File: config.mk
export PLATFORM = sky130hd
export DESIGN_NAME = mod_n_counter
export DESIGN_NICKNAME = d
export VERILOG_FILES = /design/src/rtl/mod_n_counter.sv
export SDC_FILE = /design/constraint.sdc
export NUM_CORES = 1
export LEC_CHECK = 0
export ABC_CLOCK_PERIOD_IN_PS = 3950
export BUFFER_PORTS_ARGS = -buffer_cell sky130_fd_sc_hd__buf_2
export CAP_MARGIN = 20
export CORE_MARGIN = 1.5
export CORE_UTILIZATION = 50
export CTS_CLUSTER_DIAMETER = 100
export DETAILED_ROUTE_END_ITERATION = 8
export PLACE_DENSITY = 0.79
export SETUP_SLACK_MARGIN = 0.5
export SKIP_CTS_REPAIR_TIMING = 1
export SLEW_MARGIN = 10
export SYNTH_ARGS = -nofsm -noshare
export SYNTH_HDL_FRONTEND = slang
export SYNTH_SLANG_ARGS = --single-unit
File: constraint.sdc
create_clock -name clk -period 3.95 [get_ports clk]
set_input_delay 0.1975 -clock clk [delete_from_list [all_inputs] [get_ports clk]]
set_output_delay 0.1975 -clock clk [all_outputs]
set_load 0.02 [all_outputs]
File: src/rtl/mod_n_counter.sv
`default_nettype none
// ============================================================================
// Module   : mod_n_counter
// Purpose  : Runtime-programmable modulo-N up/down counter with enable,
//            synchronous clear, range-checked parallel load, combinational
//            terminal count for cascading, and registered wrap / load-error
//            pulses.
// Revision : 1.0 - initial release
// ============================================================================
module mod_n_counter #(
  parameter int WIDTH       = 3,
  parameter int DEFAULT_MOD = 5
) (
  input  logic             clk,
  input  logic             reset,
  input  logic             en,
  input  logic             up_dn,
  input  logic             clr,
  input  logic             load,
  input  logic [WIDTH-1:0] load_val,
  input  logic             mod_wr,
  input  logic [WIDTH-1:0] mod_val,
  output logic [WIDTH-1:0] count,
  output logic [WIDTH-1:0] modulus,
  output logic             tc,
  output logic             wrap,
  output logic             load_err
);

  // A DEFAULT_MOD of 2^WIDTH truncates to 0, which is the encoding of 2^WIDTH.
  localparam logic [WIDTH-1:0] DEFAULT_MOD_ENC = DEFAULT_MOD[WIDTH-1:0];
  localparam logic [WIDTH:0]   FULL_M          = {1'b1, {WIDTH{1'b0}}};
  localparam logic [WIDTH:0]   ONE_X           = {{WIDTH{1'b0}}, 1'b1};

  logic [WIDTH-1:0] count_q,    count_d;
  logic [WIDTH-1:0] modulus_q,  modulus_d;
  logic             wrap_q,     wrap_d;
  logic             load_err_q, load_err_d;

  // Effective modulus and limit are held one bit wider so M-1 cannot overflow.
  logic [WIDTH:0] m_eff;
  logic [WIDTH:0] m_minus1;
  logic [WIDTH:0] count_ext;
  logic [WIDTH:0] load_ext;
  logic [WIDTH:0] count_inc;
  logic [WIDTH:0] count_dec;
  logic           at_top;     // count has reached or passed M-1
  logic           above_top;  // count is out of range after a modulus shrink
  logic           at_zero;

  // Derive the effective modulus and the comparisons used by both tc and the step.
  always_comb begin
    m_eff     = (modulus_q == '0) ? FULL_M : {1'b0, modulus_q};
    m_minus1  = m_eff - ONE_X;
    count_ext = {1'b0, count_q};
    load_ext  = {1'b0, load_val};
    count_inc = count_ext + ONE_X;
    count_dec = count_ext - ONE_X;
    at_top    = (count_ext >= m_minus1);
    above_top = (count_ext >  m_minus1);
    at_zero   = (count_q == '0);
  end

  // Next-state: clear beats load beats counting; modulus write is independent.
  always_comb begin
    count_d    = count_q;
    wrap_d     = 1'b0;
    load_err_d = 1'b0;
    modulus_d  = mod_wr ? mod_val : modulus_q;

    if (clr) begin
      count_d = '0;
    end else if (load) begin
      // Checked against the modulus in force before any same-edge write.
      if (load_ext < m_eff) begin
        count_d = load_val;
      end else begin
        load_err_d = 1'b1;
      end
    end else if (en) begin
      if (up_dn) begin
        if (at_top) begin
          count_d = '0;
          wrap_d  = 1'b1;
        end else begin
          count_d = count_inc[WIDTH-1:0];
        end
      end else begin
        if (at_zero) begin
          count_d = m_minus1[WIDTH-1:0];
          wrap_d  = 1'b1;
        end else if (above_top) begin
          // Re-enter the legal range from the top without flagging a wrap.
          count_d = m_minus1[WIDTH-1:0];
        end else begin
          count_d = count_dec[WIDTH-1:0];
        end
      end
    end
  end

  // State registers with asynchronous active-low reset.
  always_ff @(posedge clk or negedge reset) begin
    if (!reset) begin
      count_q    <= '0;
      modulus_q  <= DEFAULT_MOD_ENC;
      wrap_q     <= 1'b0;
      load_err_q <= 1'b0;
    end else begin
      count_q    <= count_d;
      modulus_q  <= modulus_d;
      wrap_q     <= wrap_d;
      load_err_q <= load_err_d;
    end
  end

  // Terminal count is deliberately not masked by clr/load so stages can cascade.
  assign tc       = en & (up_dn ? at_top : at_zero);
  assign count    = count_q;
  assign modulus  = modulus_q;
  assign wrap     = wrap_q;
  assign load_err = load_err_q;

endmodule
`default_nettype wire

==> impl_metrics.json <==
{
  "p_clk_frac": 0.200,
  "via_per_inst": 5.884,
  "numCtsBuffers": 3,
  "grtUsageTotal": 0.2213,
  "path_clk_slew_ps": 60,
  "clock.fmax_ghz": 0.3660,
  "start_util": 0.5366,
  "crit_chain": "inv_1, ha_1, xnor2_1, ha_1, and3b_1, nor2_2, and3_1, nor2_1, buf_2",
  "fin_crit_sh": 0.6917,
  "finalHoldViolCount": 0,
  "drc": 0,
  "dieArea_um2": 1648,
  "routed_wl_um": 1632,
  "switching_share": 0.3991,
  "gp_congestion": 0.8591,
  "post-place-cells": 117,
  "portBuffers": 21,
  "seqPwrFrac": 0.326,
  "end_kind": "output pin",
  "io_pins": 22,
  "worst_slew_pin_slew_ps": 465.9,
  "path_class": "register to output pin",
  "dp_slack_ps": 1336,
  "core_um2": 1318,
  "syn-cell-area_um2": 706.9,
  "finClkSkew_ps": 10.82,
  "critPathArrivalTime_ps": 2530,
  "switchingPower_mw": 0.1264,
  "synthArstFlopShare": 1.000,
  "setup_tns_ps": 0,
  "fin_ws_ps": 1218,
  "synthFlopType": "dfrtp_1",
  "dieHeight_um": 40.60,
  "grt_pass1_vias": 565,
  "outcome": "completed",
  "syn_avg_cell_area_um2": 8.517,
  "critical_path_required_ps": 3750,
  "wire_per_inst_um": 13.49,
  "yosysWarnings": 0,
  "syn-num-nets": 105,
  "p_per_area_nw_per_um2": 370.6,
  "netlist_instances": 83,
  "fin_nets": 130,
  "p_leak_nw": 0.4531,
  "finalSetupViolations": 0,
  "htreeDepth": 1,
  "drt-pass1-iter-count": 5,
  "grt_max_degree": 14,
  "antenna_found_initial": 0,
  "synth_cell_types": 36,
  "drt_iter0_drc": 11,
  "ys_seq_elements": 8,
  "relSlewSlack": 0.6888,
  "critPathSlowestCell": "dfstp_2",
  "path_delay_family": "simple AND/OR/NAND/NOR gates",
  "critPathMaxFanout": 7,
  "cp.buffers_inverters": 2,
  "tritoncts": "built",
  "rsz0062_at_grt": "false",
  "layout-drive-gt1-share": 0.2830,
  "dp_hpwl_um": 1310,
  "cts.sinks": 8,
  "slowest_delay_ps": 590,
  "vias": 712,
  "fin_util": 0.6486,
  "clockRootBuffer": "clkbuf_4",
  "cp-start-kind": "register",
  "ir_drop_v": 0.0001576,
  "rows": 13,
  "crit_top_cell": "ha_1",
  "antenna_cells": 0,
  "grt_overflow": 0,
  "die_x_um": 40.60,
  "maxSlewViolCount": 0,
  "worst_skew_pair.late_latency_ps": 260,
  "p_total_mw": 0.3167,
  "final_cells": 121,
  "clockBufferDepth": 2,
  "syn_to_final_growth_pct": 20.89,
  "cap_violations": 0,
  "hold_class": "input pin to register",
  "grt_pass1_wl_um": 2359,
  "ant_nets": 0,
  "comb_power_share": 0.474,
  "synth_edf_count": 0,
  "power.internal_mw": 0.1903,
  "period_needed_ps": 2732,
  "ys_seq_area_frac": 0.2867
}
cells in the mapped netlist, types with 2 or more instances:
cell type / count / area [um2]
inv_1: 5 / 18.77
nand2_1: 5 / 18.77
a21oi_1: 5 / 25.02
nor2b_1: 3 / 18.77
ha_1: 9 / 112.6
o21ai_0: 4 / 20.02
nor2_1: 9 / 33.78
nand4_1: 2 / 12.51
a32o_1: 2 / 20.02
dfstp_2: 2 / 52.55
mux2i_1: 3 / 30.03
dfrtp_1: 6 / 150.1
a21o_1: 2 / 15.01
nor3_1: 4 / 20.02
power groups by stage:
stage	sequential, mW	combinational [mW]	clock, mW
2_1_floorplan	0.112	0.0998	0
3_3_place_gp	0.103	0.144	0
3_5_place_dp	0.104	0.148	0
4_1_cts	0.103	0.149	0.0632
5_1_grt	0.105	0.168	0.0675
6_report	0.103	0.150	0.0634
state kept, by name (all words and copies together), names as in the netlist:
signal    count
count         3
modulus       3
load_err      1
wrap          1
cell usage in the layout, fill, tap and decap left out, types with 2 or more instances in the layout:
cell type  count
dfrtp_1        6
nor3_1         4
inv_1          5
clkbuf_4       3
a21oi_1        5
nand4_1        2
ha_1           9
dfstp_2        2
buf_2         21
nor2_1         9
nand2_1        5
mux2i_1        3
nor2b_1        3
a21o_1         2
o21ai_0        4
a32o_1         2
kinds of logic (layout without fill, tap and decap cells):
group | Yosys count | count (layout) | share of synthesized area
AO/OA/AOI/OAI | 23 | 23 | 0.2266
XOR/XNOR | 2 | 2 | 0.02478
adder cells (fa/ha/maj) | 9 | 9 | 0.1593
buffers and inverters | 7 | 30 | 0.03893
flip-flops | 8 | 8 | 0.2867
multiplexers | 3 | 3 | 0.04248
AND/OR/NAND/NOR | 31 | 31 | 0.2213
layer usage:
layer	GRT usage	up-vias	wire length, um
li1	-	355	-
met3	0.06667	4	84
met1	0.2885	327	766
met2	0.3532	26	755
met4	0.05000	0	26
met5	0	-	0
final cells by class:
cell class              count  area [um2]
clock buffers               3       22.52
multi-input cells          68       476.7
fillers                   106       462.9
inverters                   5       18.77
flip-flops and latches      8       202.7
repair buffers             22       115.1
well taps                  15       18.77
per-stage QoR:
stage | area, um2 | hold WS, ps
after floorplan | 706.9 | -98.09
final | 854.6 | 146.5
after CTS | 844.6 | -228.0
after global routing | 854.6 | 157.2
after detailed placement | 822.0 | 46.03
after global placement | 822.0 | 45.02
worst paths after layout:
kind                                             start                endpoint  slack (ps)  cells after the start
worst max-delay path            modulus[0]$_DFFE_PN1P_                      tc        1220                      9
worst min-delay path                        mod_val[1]  modulus[1]$_DFFE_PN0P_         150                      3
worst max register to register  modulus[0]$_DFFE_PN1P_    count[2]$_DFFE_PN0P_        1280                      9
worst min register to register  modulus[2]$_DFFE_PN1P_  modulus[2]$_DFFE_PN1P_         590                      2
max in group asynchronous                        reset  modulus[2]$_DFFE_PN1P_        3390                      2
min in group asynchronous                        reset  modulus[1]$_DFFE_PN0P_         310                      2
tightest hold or removal path, cell delays in order:
cell	delay (ps)
buf_2	70
nand2_1	40
o21ai_0	60
Power figures use the tool's default switching activity.
